**src/rtl/fetch_pkg.sv**
```systemverilog
// -----------------------------------------------------------------------------
// fetch_pkg
// Shared constants and types for the fetch-stage program counter.
//   FETCH_PC_WIDTH     default PC / address width
//   FETCH_RESET_VECTOR default PC after reset and while trigger is low
//   FETCH_RAS_DEPTH    default return-address-stack depth
//   pc_sel_e           next-PC source chosen by the selection logic
// -----------------------------------------------------------------------------
package fetch_pkg;

    localparam int          FETCH_PC_WIDTH     = 32;
    localparam logic [31:0] FETCH_RESET_VECTOR = 32'hBFC0_0000;
    localparam int          FETCH_RAS_DEPTH    = 4;

    typedef enum logic [2:0] {
        PC_RESET,
        PC_REDIRECT,
        PC_HOLD,
        PC_RET,
        PC_SEQ
    } pc_sel_e;

endpackage : fetch_pkg

```
**src/rtl/fetch_pc_unit_if.sv**
```systemverilog
// -----------------------------------------------------------------------------
// fetch_pc_unit_if
// Bundles the control, hint and status signals of the fetch PC unit.
//   master : drives trigger/stall/redirect/call/ret, observes pc and status
//   slave  : the PC unit itself
// Signals:
//   trigger, stall                  run enable and pipeline hold
//   redirect_valid, redirect_pc     resolved redirect from execute
//   call_valid, call_ret_addr       call hint from decode (push)
//   ret_valid                       return hint from decode (pop)
//   pc, pc_plus4                    fetch address and its sequential successor
//   misalign, ras_miss, ras_count   status
// -----------------------------------------------------------------------------
interface fetch_pc_unit_if
    import fetch_pkg::*;
#(
    parameter int PC_WIDTH  = FETCH_PC_WIDTH,
    parameter int RAS_DEPTH = FETCH_RAS_DEPTH
);
    localparam int CNT_W = $clog2(RAS_DEPTH) + 1;

    logic                trigger;
    logic                stall;
    logic                redirect_valid;
    logic [PC_WIDTH-1:0] redirect_pc;
    logic                call_valid;
    logic [PC_WIDTH-1:0] call_ret_addr;
    logic                ret_valid;
    logic [PC_WIDTH-1:0] pc;
    logic [PC_WIDTH-1:0] pc_plus4;
    logic                misalign;
    logic                ras_miss;
    logic [CNT_W-1:0]    ras_count;

    modport master (
        output trigger, stall, redirect_valid, redirect_pc,
               call_valid, call_ret_addr, ret_valid,
        input  pc, pc_plus4, misalign, ras_miss, ras_count
    );

    modport slave (
        input  trigger, stall, redirect_valid, redirect_pc,
               call_valid, call_ret_addr, ret_valid,
        output pc, pc_plus4, misalign, ras_miss, ras_count
    );

endinterface : fetch_pc_unit_if

```
**src/rtl/return_addr_stack.sv**
```systemverilog
// -----------------------------------------------------------------------------
// return_addr_stack
// Circular return-address stack with a top pointer. Pushing onto a full stack
// overwrites the oldest entry; push and pop together replace the top entry.
// Ports:
//   clk, rst       clock, synchronous active-high reset (empties the stack)
//   push_i         write push_data_i as the new top
//   pop_i          discard the top entry (ignored while empty)
//   push_data_i    address to push
//   top_o          current top entry (valid only when !empty_o)
//   count_o        number of valid entries, 0..RAS_DEPTH
//   empty_o/full_o occupancy flags
// -----------------------------------------------------------------------------
module return_addr_stack
    import fetch_pkg::*;
#(
    parameter int PC_WIDTH  = FETCH_PC_WIDTH,
    parameter int RAS_DEPTH = FETCH_RAS_DEPTH
) (
    input  logic                             clk,
    input  logic                             rst,
    input  logic                             push_i,
    input  logic                             pop_i,
    input  logic [PC_WIDTH-1:0]              push_data_i,
    output logic [PC_WIDTH-1:0]              top_o,
    output logic [$clog2(RAS_DEPTH):0]       count_o,
    output logic                             empty_o,
    output logic                             full_o
);
    localparam int PTR_W = $clog2(RAS_DEPTH);
    localparam int CNT_W = PTR_W + 1;

    logic [PC_WIDTH-1:0] mem_q [RAS_DEPTH];
    logic [PTR_W-1:0]    top_q,   top_d;
    logic [CNT_W-1:0]    count_q, count_d;
    logic                wr_en;
    logic [PTR_W-1:0]    wr_ptr;
    logic                do_pop;

    assign empty_o = (count_q == '0);
    assign full_o  = (count_q == CNT_W'(RAS_DEPTH));
    assign top_o   = mem_q[top_q];
    assign count_o = count_q;
    assign do_pop  = pop_i && !empty_o;

    // NOTE: every variable driven here gets a default first so no path
    // leaves it unassigned, which would otherwise infer a latch.
    always_comb begin
        top_d   = top_q;
        count_d = count_q;
        wr_en   = 1'b0;
        wr_ptr  = top_q;
        case ({push_i, do_pop})
            2'b10: begin
                // Pointer wraps, so a push onto a full stack lands on the oldest slot.
                top_d  = top_q + PTR_W'(1);
                wr_ptr = top_q + PTR_W'(1);
                wr_en  = 1'b1;
                if (!full_o) count_d = count_q + CNT_W'(1);
            end
            2'b01: begin
                top_d   = top_q - PTR_W'(1);
                count_d = count_q - CNT_W'(1);
            end
            2'b11: begin
                // Return consumes the old top, the call refills the same slot.
                wr_en  = 1'b1;
                wr_ptr = top_q;
            end
            default: ;
        endcase
    end

    // NOTE: state registers use non-blocking assignments so every flop
    // samples pre-edge values regardless of block evaluation order.
    always_ff @(posedge clk) begin
        if (rst) begin
            top_q   <= '0;
            count_q <= '0;
        end else begin
            top_q   <= top_d;
            count_q <= count_d;
        end
    end

    // NOTE: the entry array has no reset; count_q alone defines which
    // entries are valid, so clearing the storage would buy nothing.
    always_ff @(posedge clk) begin
        if (wr_en) mem_q[wr_ptr] <= push_data_i;
    end

endmodule : return_addr_stack

```
**src/rtl/fetch_pc_unit.sv**
```systemverilog
// -----------------------------------------------------------------------------
// fetch_pc_unit
// Fetch-stage program counter with prioritised next-PC selection:
// reset > !trigger > execute redirect > stall > RAS return > sequential.
// Ports:
//   clk   clock, all state on the rising edge
//   rst   synchronous, active-high reset
//   bus   fetch_pc_unit_if.slave (control/hint inputs, pc and status outputs)
// Configuration:
//   FETCH_RAS_EN  when defined, a return-address stack predicts ret targets
//                 from decode hints; otherwise call/ret hints are ignored and
//                 ras_miss/ras_count are tied to 0.
// -----------------------------------------------------------------------------
module fetch_pc_unit
    import fetch_pkg::*;
#(
    parameter int                  PC_WIDTH     = FETCH_PC_WIDTH,
    parameter logic [PC_WIDTH-1:0] RESET_VECTOR = PC_WIDTH'(FETCH_RESET_VECTOR),
    parameter int                  RAS_DEPTH    = FETCH_RAS_DEPTH
) (
    input  logic            clk,
    input  logic            rst,
    fetch_pc_unit_if.slave  bus
);
    localparam int CNT_W = $clog2(RAS_DEPTH) + 1;

    logic [PC_WIDTH-1:0] pc_q, pc_d;
    logic [PC_WIDTH-1:0] pc_plus4;
    logic                misalign_q, misalign_d;
    logic                ret_hit;
    logic [PC_WIDTH-1:0] ras_top;
    pc_sel_e             pc_sel;

    assign pc_plus4     = pc_q + PC_WIDTH'(4);
    assign bus.pc       = pc_q;
    assign bus.pc_plus4 = pc_plus4;
    assign bus.misalign = misalign_q;

`ifdef FETCH_RAS_EN
    logic             hint_ok;
    logic             ras_push, ras_pop;
    logic             ras_empty;
    logic             unused_ras_full;
    logic [CNT_W-1:0] ras_count;
    logic             ras_miss_q, ras_miss_d;

    // Decode hints are on the wrong path under a redirect and are stale under
    // stall or while the core is parked, so only a free-running cycle accepts them.
    assign hint_ok    = bus.trigger && !bus.redirect_valid && !bus.stall;
    assign ras_push   = hint_ok && bus.call_valid;
    assign ras_pop    = hint_ok && bus.ret_valid && !ras_empty;
    assign ras_miss_d = hint_ok && bus.ret_valid && ras_empty;
    assign ret_hit    = ras_pop;

    return_addr_stack #(
        .PC_WIDTH  (PC_WIDTH),
        .RAS_DEPTH (RAS_DEPTH)
    ) u_ras (
        .clk         (clk),
        .rst         (rst),
        .push_i      (ras_push),
        .pop_i       (ras_pop),
        .push_data_i (bus.call_ret_addr),
        .top_o       (ras_top),
        .count_o     (ras_count),
        .empty_o     (ras_empty),
        .full_o      (unused_ras_full)
    );

    always_ff @(posedge clk) begin
        if (rst) ras_miss_q <= 1'b0;
        else     ras_miss_q <= ras_miss_d;
    end

    assign bus.ras_miss  = ras_miss_q;
    assign bus.ras_count = ras_count;
`else
    logic unused_hints;

    assign unused_hints  = ^{bus.call_valid, bus.ret_valid, bus.call_ret_addr};
    assign ret_hit       = 1'b0;
    assign ras_top       = '0;
    assign bus.ras_miss  = 1'b0;
    assign bus.ras_count = CNT_W'(0);
`endif

    // Reset is applied in the register itself, so it outranks every source here.
    always_comb begin
        pc_sel = PC_SEQ;
        if (!bus.trigger)           pc_sel = PC_RESET;
        else if (bus.redirect_valid) pc_sel = PC_REDIRECT;
        else if (bus.stall)          pc_sel = PC_HOLD;
        else if (ret_hit)            pc_sel = PC_RET;
    end

    always_comb begin
        case (pc_sel)
            PC_RESET:    pc_d = RESET_VECTOR;
            PC_REDIRECT: pc_d = {bus.redirect_pc[PC_WIDTH-1:2], 2'b00};
            PC_HOLD:     pc_d = pc_q;
            PC_RET:      pc_d = ras_top;
            default:     pc_d = pc_plus4;
        endcase
    end

    assign misalign_d = (pc_sel == PC_REDIRECT) && (bus.redirect_pc[1:0] != 2'b00);

    always_ff @(posedge clk) begin
        if (rst) begin
            pc_q       <= RESET_VECTOR;
            misalign_q <= 1'b0;
        end else begin
            pc_q       <= pc_d;
            misalign_q <= misalign_d;
        end
    end

endmodule : fetch_pc_unit

```
**src/flat_wrapper.sv**
```systemverilog
// flat-port wrapper written by rule: the top's interface ports become plain ports
module fetch_pc_unit_flat import fetch_pkg::*;
#(
    parameter int                  PC_WIDTH     = FETCH_PC_WIDTH,
    parameter logic [PC_WIDTH-1:0] RESET_VECTOR = PC_WIDTH'(FETCH_RESET_VECTOR),
    parameter int                  RAS_DEPTH    = FETCH_RAS_DEPTH
)
  (clk, rst, bus_trigger, bus_stall, bus_redirect_valid, bus_redirect_pc, bus_call_valid, bus_call_ret_addr, bus_ret_valid, bus_pc, bus_pc_plus4, bus_misalign, bus_ras_miss, bus_ras_count);
  fetch_pc_unit_if #(.PC_WIDTH(PC_WIDTH), .RAS_DEPTH(RAS_DEPTH)) bus_i ();
  input  logic clk;
  input  logic rst;
  input wire logic [$bits(bus_i.trigger)-1:0] bus_trigger;
  input wire logic [$bits(bus_i.stall)-1:0] bus_stall;
  input wire logic [$bits(bus_i.redirect_valid)-1:0] bus_redirect_valid;
  input wire logic [$bits(bus_i.redirect_pc)-1:0] bus_redirect_pc;
  input wire logic [$bits(bus_i.call_valid)-1:0] bus_call_valid;
  input wire logic [$bits(bus_i.call_ret_addr)-1:0] bus_call_ret_addr;
  input wire logic [$bits(bus_i.ret_valid)-1:0] bus_ret_valid;
  output wire logic [$bits(bus_i.pc)-1:0] bus_pc;
  output wire logic [$bits(bus_i.pc_plus4)-1:0] bus_pc_plus4;
  output wire logic [$bits(bus_i.misalign)-1:0] bus_misalign;
  output wire logic [$bits(bus_i.ras_miss)-1:0] bus_ras_miss;
  output wire logic [$bits(bus_i.ras_count)-1:0] bus_ras_count;
  assign bus_i.trigger = bus_trigger;
  assign bus_i.stall = bus_stall;
  assign bus_i.redirect_valid = bus_redirect_valid;
  assign bus_i.redirect_pc = bus_redirect_pc;
  assign bus_i.call_valid = bus_call_valid;
  assign bus_i.call_ret_addr = bus_call_ret_addr;
  assign bus_i.ret_valid = bus_ret_valid;
  assign bus_pc = bus_i.pc;
  assign bus_pc_plus4 = bus_i.pc_plus4;
  assign bus_misalign = bus_i.misalign;
  assign bus_ras_miss = bus_i.ras_miss;
  assign bus_ras_count = bus_i.ras_count;
  fetch_pc_unit #(.PC_WIDTH(PC_WIDTH), .RESET_VECTOR(RESET_VECTOR), .RAS_DEPTH(RAS_DEPTH)) u_core (.clk(clk), .rst(rst), .bus(bus_i));
endmodule
```
**config.mk**
```make
export PLATFORM = sky130hd
export DESIGN_NAME = fetch_pc_unit_flat
export DESIGN_NICKNAME = d
export VERILOG_FILES = /design/src/rtl/fetch_pkg.sv /design/src/rtl/fetch_pc_unit_if.sv /design/src/rtl/return_addr_stack.sv /design/src/rtl/fetch_pc_unit.sv /design/src/flat_wrapper.sv
export SDC_FILE = /design/constraint.sdc
export NUM_CORES = 1
export LEC_CHECK = 0
export BUFFER_PORTS_ARGS = -buffer_cell sky130_fd_sc_hd__buf_2
export CORE_UTILIZATION = 35
export DETAILED_ROUTE_END_ITERATION = 12
export PLACE_DENSITY = 0.77
export SYNTH_ARGS = -nofsm -noshare
export SYNTH_HDL_FRONTEND = slang
export SYNTH_SLANG_ARGS = --single-unit
```
**constraint.sdc**
```tcl
create_clock -name clk -period 4.05 [get_ports clk]
set_input_delay 0.81 -clock clk [delete_from_list [all_inputs] [get_ports clk]]
set_output_delay 0.81 -clock clk [all_outputs]
set_load 0.005 [all_outputs]
```
Yosys cells after proc, flatten, opt, wreduce, memory -nomap -nowiden
Cells that the tools add are included.

Register bits: 33. Bits in latches: 0. Memory bits (writable): 0. Bits in read-only memories: 0. Bits of input ports: 71. Output and inout port bits: 69. Logic and storage cells: 13. Memories: 0.

Add/subtract/negate cells: 1. Multiply operators: 0. Divide/modulo/power cells: 0. $lt $le $gt $ge: 0. Equality and inequality tests: 3. Shifts and indexed selects: 0. Multiplexer cells: 4. Bitwise operators: 0. Reduce and logical (&&, ||, !) cells: 3.

Operators by type and width (number): case mux 32 bit (4 select lines) (1); adder 32 x 3 -> 32 bit, second input constant (1); 2-to-1 mux 3 bit (3); == test 3 x 2 -> 1 bit, second input constant (2); == test 3 x 1 -> 1 bit, second input constant (1); logical NOT 3 bit (1); nonzero test 2 bit (1); logical AND 1 bit (1).

Logic depth before layout (Yosys ltp)
Gate-level depths: netlist (run 1).

Depth in word-level cells: 5. Mapped depth: 7.

Worst setup path before layout (run 1)
OpenSTA, ideal clock, no wires.

Path kind: register to output. Start point: register u_core.pc_q[5] (netlist: u_core.bus.pc[5]). End point: output port bus_pc_plus4[31]. Arrival time: 1.539 ns. Required time: 3.240 ns. Setup slack: 1.701 ns. Stages on the path, launching flop included: 7. Path through: dfxtp_1 > and4_1 > buf_6 > nand4_4 > buf_6 > nor4_4 > xor2_1.

Longest elaborated chain between the ends: 1.

Ends and longest elaborated chain: start, declared (RTL line fetch_pc_unit.sv:27) `logic [PC_WIDTH-1:0] pc_q, pc_d;`; start signal, assigned (RTL line fetch_pc_unit.sv:113) `pc_q <= pc_d;`; adder 32 x 3 -> 32 bit (RTL line fetch_pc_unit.sv:34) `assign pc_plus4 = pc_q + PC_WIDTH'(4);`; end, declared (RTL line flat_wrapper.sv:20) `output wire logic [$bits(bus_i.pc_plus4)-1:0] bus_pc_plus4;`.

No other way between the ends.

Worst setup path in the final report (run 1)
Start point: register u_core.pc_q[5] (netlist: u_core.bus.pc[5]). End point: output port bus_pc_plus4[30].

The elaborated chain is that of the path after synthesis.

==> impl_metrics.toml, run 1 <==
[status]
status = "complete, no violations"

[critical_path]
crit_chain = "and4_1 > nand4_4 > nor4_2 > xor2_1 > buf_2"
slowest_stage = "nor4_2"
critPathMaxStageDelay_ns = 0.50
cp.required_ns = 3.24
r2r_cells = 5
r2r_start = "u_core.bus.pc[5]$_SDFFE_PP0P_"
crit_arrival_ns = 2.29
worst-path-max-fanout = 14
start_kind = "flop"
r2r_end = "u_core.bus.pc[30]$_SDFFE_PP0P_"
ff2ff_setup_slack_ns = 1.83
path_class = "reg -> out"
end_kind = "primary output"

[clock_tree]
cts_tree = "yes"
clk_pin_slew_ns = 0.06
cts_setup_buffers = 0
cts_root_buffer = "clkbuf_8"
cts_resized = 0
cts_hold_buf = 0
cts_max_path_buffers = 2
htree_num_levels = 2
clock_sinks = 31
clkLatencyLatePin_ns = 0.28
numCtsBuffers = 5

[placement]
port_buffers = 97
dp_hpwl_um = 5050
placed_area_mm2 = 0.00274
place_congestion = 0.856

[yosys]
syn_area_mm2 = 0.00228
syn_inst = 298
ys_ff_latch = 31
yosysUniqueCellTypes = 52
synth_edf_count = 0
yosysWarningCount = 0
async_flop_share_pct = 0
yosysSeqAreaShare_pct = 27.2
synthFlopType = "dfxtp_1"
avgSynthCellArea_um2 = 7.65

[global_route]
grt_usage_pct = 21.1
grt_max_degree = 28
grt_pass1_wl_um = 10900
grt-ovfl-total = 0
antenna_found_initial = 0
grt_pass1_vias = 2204

[power_and_ir_drop]
power_leakage_nw = 1.22
vdd_drop_max_uv = 170
finalPower_mw = 0.693
powerDensity_mw_per_mm2 = 246

[timing]
fin_crit_ns = 3.10
relSlewSlack_pct = 51.4
hold_violations = 0
rsz0062_at_grt = "false"
fmax_ghz = 0.323
min_period_over_period_pct = 76.5
worst_pin_slew_ns = 0.726
maxSlewViolCount = 0
fin_tns_setup_ns = 0
finalSetupViolCount = 0
finClkSkew_ns = 0.0100

[layout]
nFillCells = 666
multiInputGateArea_mm2 = 0.00150
num_antenna_cells = 0
final_area_mm2 = 0.00281
syn_to_final_growth_pct = 23.4
nNetsFinal = 454
drive_above_1_share_pct = 30.4
area.sequential_um2 = 621

[hold_path]
hold_path.class = "reg -> reg"
holdCritStartpoint = "u_core.bus.pc[3]$_SDFFE_PP0P_"
holdPathStages = 2
hold_path_end = "u_core.bus.pc[3]$_SDFFE_PP0P_"

[floorplan]
die-width_um = 82.7
initial_core_util_pct = 36.1
die-area_mm2 = 0.00684
core_area_mm2 = 0.00631
io_pins = 140
rows = 29
chipHeight_um = 82.7

[drt]
routed_wl_um = 6860
drc = 0
vias_per_cell = 5.36
drtIter0Drc = 174
wire_per_inst_um = 15.0
ant_nets = 0
dr.pass1.iters = 4
vias = 2453

[job]
maxCapViolations = 0
metrics by stage:
step	cells	utilization, %	setup slack, ns	hold slack (ns)
CTS	458	44.6	0.961	0.557
floorplan	305	-	1.70	0.519
global placement	452	43.4	1.28	0.527
finish	458	44.6	0.951	0.556
global route	458	44.6	0.754	0.593
detailed placement	452	43.4	1.28	0.548
state kept, by name, indices dropped and copies added (netlist names):
signal / cells
u_core.bus.misalign: 1
u_core.bus.pc: 30
logic make-up (layout without fill, tap and decap cells):
family / Yosys count / in the layout / share of synthesized area, %
and+or+nand+nor: 124 / 124 / 29.7
AOI/OAI and AO/OA: 68 / 68 / 19.5
xor gates and xnor gates: 35 / 35 / 13.4
buffers and inverters: 35 / 111 / 8.12
DFF: 31 / 31 / 27.2
muxes: 3 / 3 / 1.32
adders and majority gates: 1 / 1 / 0.549
other: 1 / 8 / 0.164
synth_stat cells, types with 5 or more instances:
master | instances | area (um2)
buf_4 | 9 | 67.6
inv_1 | 5 | 18.8
nand2_1 | 34 | 128
clkbuf_1 | 13 | 48.8
o21ai_1 | 5 | 25.0
nor2_1 | 24 | 90.1
nand4_1 | 7 | 43.8
a21oi_1 | 19 | 95.1
o21ai_0 | 13 | 65.1
and3_1 | 10 | 62.6
nor3_1 | 17 | 85.1
nand3_1 | 10 | 50.1
dfxtp_1 | 31 | 621
xor2_1 | 15 | 131
xnor2_1 | 20 | 175
critical path: cells and delay by family, from the launching register on:
| family | cells | cell delay (ns) |
|---|---|---|
| and+or+nand+nor | 3 | 1.25 |
| DFF | 1 | 0.47 |
| xor gates and xnor gates | 1 | 0.17 |
| buffers and inverters | 1 | 0.12 |
layer usage:
layer  routed length [um]  up-vias  GRT usage [%]
li1                     -     1218              -
met3                  476       13           4.07
met5                    0        -              0
met4                  127        0           7.59
met1                 2990     1132           26.3
met2                 3260       90           35.8
worst max-delay path by stage:
stage	from	to	slack, ns	depth (start not counted)
after global placement	u_core.bus.pc[5]$_SDFFE_PP0P_	bus_pc_plus4[30]	1.28	5
after detailed placement	u_core.bus.pc[5]$_SDFFE_PP0P_	bus_pc_plus4[21]	1.28	5
after floorplan	u_core.bus.pc[5]$_SDFFE_PP0P_	bus_pc_plus4[31]	1.70	6
final	u_core.bus.pc[5]$_SDFFE_PP0P_	bus_pc_plus4[30]	0.95	5
after CTS	u_core.bus.pc[5]$_SDFFE_PP0P_	bus_pc_plus4[21]	0.96	5
after global routing	u_core.bus.pc[5]$_SDFFE_PP0P_	bus_pc_plus4[21]	0.75	5
report_power, final:
group	switching, mW	internal, mW	leakage (nW)
logic	0.0702	0.0585	0.929
clock network	0.111	0.114	0.0371
registers	0.0211	0.318	0.254
area by class of cell:
type | count | area share (%)
Tap cell | 77 | 3.43
Clock buffer | 6 | 2.58
Multi-Input combinational cell | 239 | 53.3
Inverter | 6 | 0.801
Sequential cell | 31 | 22.1
Timing Repair Buffer | 99 | 17.8
placed cells by master (no fill, tap or decap), types with 2 or more instances in the layout:
cell	Yosys	routed
nor3_1	17	17
and2_1	3	3
buf_2	4	97
nand2_1	34	34
xor2_1	15	15
o21a_1	3	3
a211oi_1	3	3
o21ai_0	13	13
and4_1	3	3
buf_4	9	2
a21oi_1	19	19
mux2i_1	3	3
o2bb2ai_1	3	3
nand4_1	7	7
conb_1	1	8
a221oi_1	2	2
nor2_1	24	24
nor4_2	4	4
o21ai_1	5	5
xnor2_1	20	20
a311oi_1	2	2
nand2b_1	2	2
o22ai_1	3	3
nand3_1	10	10
inv_1	5	5
a221o_1	2	2
clkbuf_8	0	5
a31oi_1	2	2
o221ai_1	4	4
and3_1	10	10
dfxtp_1	31	31
(Power assumes the default switching activity.)
==> run 2: changes to the inputs <==
--- a/config.mk
+++ b/config.mk
@@ -8,7 +8,7 @@
 export BUFFER_PORTS_ARGS = -buffer_cell sky130_fd_sc_hd__buf_2
 export CORE_UTILIZATION = 35
 export DETAILED_ROUTE_END_ITERATION = 12
-export PLACE_DENSITY = 0.77
+export PLACE_DENSITY = 0.8
 export SYNTH_ARGS = -nofsm -noshare
 export SYNTH_HDL_FRONTEND = slang
 export SYNTH_SLANG_ARGS = --single-unit
==> constraint.sdc (replaced) <==
create_clock -name clk -period 2.7 [get_ports clk]
set_input_delay 0.54 -clock clk [delete_from_list [all_inputs] [get_ports clk]]
set_output_delay 0.54 -clock clk [all_outputs]
set_load 0.005 [all_outputs]
==> impl_metrics.toml, run 2 (same netlist as run 1, synthesis figures left out) <==
[layout]
stdcell_count = 474
final_common_cell = "buf_2"
syn_to_final_growth_pct = 30.2
nFillCells = 651
num_antenna_cells = 0
largest_reg_flops = 30
nNetsFinal = 470
layout_common_cells = "buf_2, nand2_1, dfxtp_1"
drive_above_1_share_pct = 35.3

[job]
maxCapViolations = 0

[timing]
worst_pin_slew_ns = 0.706
maxSlewViolCount = 0
finalSetupViolCount = 0
fin_tns_setup_ns = 0
hold_violations = 0
worst_slack_ns = 0.0876
min_period_over_period_pct = 96.8
fin_crit_ns = 2.61
fmax_ghz = 0.383
relSlewSlack_pct = 52.7
finClkSkew_ns = 0.00849
rsz0062_at_grt = "false"

[clock_tree]
clkLatencyLatePin_ns = 0.28
numCtsBuffers = 5
cts_root_buffer = "clkbuf_8"
cts_hold_buf = 0
cts_max_path_buffers = 2
clk_pin_slew_ns = 0.07
htree_num_levels = 2
cts_tree = "yes"
clock_sinks = 31

[critical_path]
r2r_end = "u_core.bus.pc[21]$_SDFFE_PP0P_"
worst-path-max-fanout = 7
end_kind = "primary output"
cp.required_ns = 2.16
r2r_start = "u_core.bus.pc[2]$_SDFFE_PP0P_"
path_class = "reg -> out"
crit_arrival_ns = 2.07
ff2ff_setup_slack_ns = 0.75
start_kind = "flop"
r2r_cells = 5

[drt]
wire_per_inst_um = 15.3
dr.pass1.iters = 4
ant_nets = 0
routed_wl_um = 7250
drc = 0
vias = 2604
drtIter0Drc = 217
vias_per_cell = 5.49

[placement]
place_congestion = 0.878
dp_hpwl_um = 5440
place_inst = 466
port_buffers = 97
pre_cts_slack_ns = 0.354

[power_and_ir_drop]
vdd_drop_max_uv = 207
p_comb_share_pct = 20.5
swShare_pct = 29.5
p_clk_share_pct = 32.1
power_leakage_nw = 1.32
p_int_mw = 0.747
p_sw_mw = 0.312
p_seq_share_pct = 47.4
powerDensity_mw_per_mm2 = 357

[hold_path]
holdCritStartpoint = "bus_redirect_pc[29]"
holdPathStages = 3
hold_path.class = "in -> reg"
hold_path_end = "u_core.bus.pc[29]$_SDFFE_PP1P_"

[status]
status = "complete, no violations"

[global_route]
grt_pass1_vias = 2386
grt_pass1_wl_um = 11400
grt_max_degree = 20
grt_usage_pct = 22.3
antenna_found_initial = 0
grt-ovfl-total = 0

[floorplan]
die-area_mm2 = 0.00684
chipHeight_um = 82.7
die-width_um = 82.7
io_pins = 140
rows = 29
initial_core_util_pct = 36.1
core_area_mm2 = 0.00631
==> run 2: changes by cell type in the layout (fill, tap and decap cells not counted), moves of 2 or more <==
cell / change
buf_4: +15
and3_2: +2
and3_1: -2
dfxtp_1: -2
and4_2: +2
and4_1: -2
dfxtp_2: +2
==> run 2: worst max-delay path by stage <==
stage,from,endpoint,slack (ns),cells after the start
6_report,u_core.bus.pc[2]$_SDFFE_PP0P_,bus_pc_plus4[21],0.09,5
5_1_grt,u_core.bus.pc[2]$_SDFFE_PP0P_,bus_pc_plus4[21],0.02,5
4_1_cts,u_core.bus.pc[2]$_SDFFE_PP0P_,bus_pc_plus4[30],0.04,6
3_5_place_dp,u_core.bus.pc[2]$_SDFFE_PP0P_,bus_pc_plus4[30],0.35,6
3_3_place_gp,u_core.bus.pc[2]$_SDFFE_PP0P_,bus_pc_plus4[30],0.37,6
2_1_floorplan,u_core.bus.pc[5]$_SDFFE_PP0P_,bus_pc_plus4[31],0.62,6
==> run 2: what timing repair did <==
| item | CTS | global route |
|---|---|---|
| hold endpoints to repair | 0 | 0 |
| resized for setup | 0 | 9 |
| endpoints found under the setup margin | 0 | 7 |
| buffers inserted | 0 | 2 |
==> run 2: per-layer routing <==
metal  up-vias  global-route usage, %  wire (um)
met4         0                   11.0        125
met3        10                   4.18        612
li1       1253                      -          -
met2       128                   37.5       3630
met1      1213                   27.1       2880
met5         -                      0          0
==> run 2: power by group through the flow <==
stage          Sequential [mW]  Combinational (mW)  Clock (mW)
6_report                 0.502               0.217       0.340
5_1_grt                  0.504               0.245       0.365
4_1_cts                  0.501               0.216       0.347
3_5_place_dp             0.511               0.216           0
3_3_place_gp             0.510               0.211           0
2_1_floorplan            0.509               0.121           0
==> run 2: metrics by stage <==
stage	utilization (%)	cell area, um2	hold WS, ns	power, mW
global route	47.0	2970	0.499	1.11
global placement	45.1	2850	0.528	0.721
floorplan	-	2310	0.519	0.631
CTS	46.2	2920	0.486	1.06
finish	47.0	2970	0.486	1.06
detailed placement	45.1	2850	0.535	0.727
==> run 2: area by class of cell <==
cell class                      count  area [um2]  area share (%)
Inverter                            6        22.5           0.759
Sequential cell                    31         623            21.0
Multi-Input combinational cell    239        1520            51.2
Timing Repair Buffer              115         633            21.3
Clock buffer                        6        72.6            2.44
Tap cell                           77        96.3            3.24
==> run 2: worst max-delay path: stages (launching register included) <==
cell	delay [ns]
dfxtp_1	0.43
and3_1	0.39
nand3_2	0.24
or3_1	0.43
xnor2_1	0.17
buf_2	0.13
==> run 3: changes to the inputs <==
==> constraint.sdc (replaced) <==
create_clock -name clk -period 2.7 [get_ports clk]
set_input_delay 0.54 -clock clk [delete_from_list [all_inputs] [get_ports clk]]
set_output_delay 0.54 -clock clk [all_outputs]
set_load 0.1 [all_outputs]
==> impl_metrics.toml, run 3 (same netlist as run 1, synthesis figures left out) <==
[status]
status = "complete, no violations"

[timing]
hold_violations = 0
fmax_ghz = 0.383
maxSlewViolCount = 0
worst_slack_ns = 0.0888
finClkSkew_ns = 0.00503
fin_crit_ns = 2.61
relSlewSlack_pct = 52.7
fin_tns_setup_ns = 0
finalSetupViolCount = 0
worst_pin_slew_ns = 0.707
min_period_over_period_pct = 96.7
rsz0062_at_grt = "false"

[drt]
vias_per_cell = 5.49
wire_per_inst_um = 15.6
vias = 2597
routed_wl_um = 7380
drtIter0Drc = 150
ant_nets = 0
drc = 0
dr.pass1.iters = 4

[floorplan]
io_pins = 140
initial_core_util_pct = 36.1
core_area_mm2 = 0.00631
die-area_mm2 = 0.00684
rows = 29
chipHeight_um = 82.7
die-width_um = 82.7

[hold_path]
holdPathStages = 3
hold_path.class = "in -> reg"

[layout]
num_antenna_cells = 0
drive_above_1_share_pct = 51.8
final_common_cell = "buf_2"
fin_util_pct = 60.2
layout_common_cells = "buf_2, nand2_1, dfxtp_4"
syn_to_final_growth_pct = 66.7
largest_reg_flops = 30
nNetsFinal = 467
nFillCells = 572

[power_and_ir_drop]
power_leakage_nw = 1.62
powerDensity_mw_per_mm2 = 380
vdd_drop_max_uv = 256

[critical_path]
start_kind = "flop"
crit_arrival_ns = 2.07
end_kind = "primary output"
critPathMaxStageDelay_ns = 0.38
cp.required_ns = 2.16
worst-path-max-fanout = 6
slowest_stage = "dfxtp_4"
crit_chain = "ha_2 > and3_2 > nand2_2 > nor3_2 > xor2_4 > buf_12"
r2r_cells = 6
path_class = "reg -> out"

[global_route]
antenna_found_initial = 0
grt_pass1_wl_um = 11800
grt-ovfl-total = 0
grt_usage_pct = 23.2
grt_max_degree = 19
grt_pass1_vias = 2404

[placement]
port_buffers = 97
dp_hpwl_um = 5640
place_congestion = 0.842
pre_cts_slack_ns = 0.197

[clock_tree]
numCtsBuffers = 5
clock_sinks = 31
cts_root_buffer = "clkbuf_8"
cts_tree = "yes"
clkLatencyLatePin_ns = 0.29
cts_max_path_buffers = 2
cts_hold_buf = 0
clk_pin_slew_ns = 0.07
htree_num_levels = 2

[job]
maxCapViolations = 0
[run 3: cell types whose count changed in the layout (fill, tap and decap cells not counted), sizes merged]
cell,previous run,this run
buf,115,112
clkbuf,6,7
clkinv,1,2
[run 3: cell type report]
type / instances / area (um2) / share of cell area, %
Timing Repair Buffer: 112 / 883 / 23.2
Sequential cell: 31 / 717 / 18.9
Tap cell: 77 / 96.3 / 2.53
Multi-Input combinational cell: 239 / 2000 / 52.6
Inverter: 6 / 22.5 / 0.592
Clock buffer: 7 / 76.3 / 2.01
Clock inverter: 1 / 5.00 / 0.132
[run 3: where the power goes]
group	switching, mW	internal [mW]
clock	0.180	0.181
sequential	0.0441	0.464
combinational	0.434	0.142
[run 3: worst paths after layout]
kind | slack [ns] | end | from
min | 0.48 | u_core.bus.pc[29]$_SDFFE_PP1P_ | bus_redirect_pc[29]
max reg2reg | 0.74 | u_core.bus.pc[30]$_SDFFE_PP0P_ | u_core.bus.pc[23]$_SDFFE_PP1P_
min reg2reg | 0.51 | u_core.bus.pc[11]$_SDFFE_PP0P_ | u_core.bus.pc[11]$_SDFFE_PP0P_
max | 0.09 | bus_pc_plus4[24] | u_core.bus.pc[2]$_SDFFE_PP0P_
[run 3: timing repair]
item	4_1_cts	5_1_grt
endpoints found under the setup margin	11	13
gates resized for setup	8	8
pin swaps	2	7
buffers inserted	0	6
[run 3: metal layers]
layer  global-route usage, %  vias to the layer above  share of wire, %
met5                       0                        -                 0
met4                    8.62                        0               1.7
met3                    4.51                       11               7.1
met2                    40.5                       99                52
met1                    27.9                     1234                39
li1                        -                     1253                 -
[run 3: critical path: cells and delay by family (launching register included)]
kind | cells | cell delay, ns
simple gates | 3 | 0.78
flops | 1 | 0.38
fa+ha+maj | 1 | 0.22
xor+xnor | 1 | 0.21
buf+inv | 1 | 0.19
[run 3: per-stage QoR]
step	cells	hold slack, ns	cell area, um2	total power, mW
floorplan	305	0.603	2860	0.965
global placement	459	0.492	3630	1.08
detailed placement	459	0.497	3630	1.09
CTS	467	0.478	3740	1.45
global route	473	0.482	3800	1.51
finish	473	0.481	3800	1.45
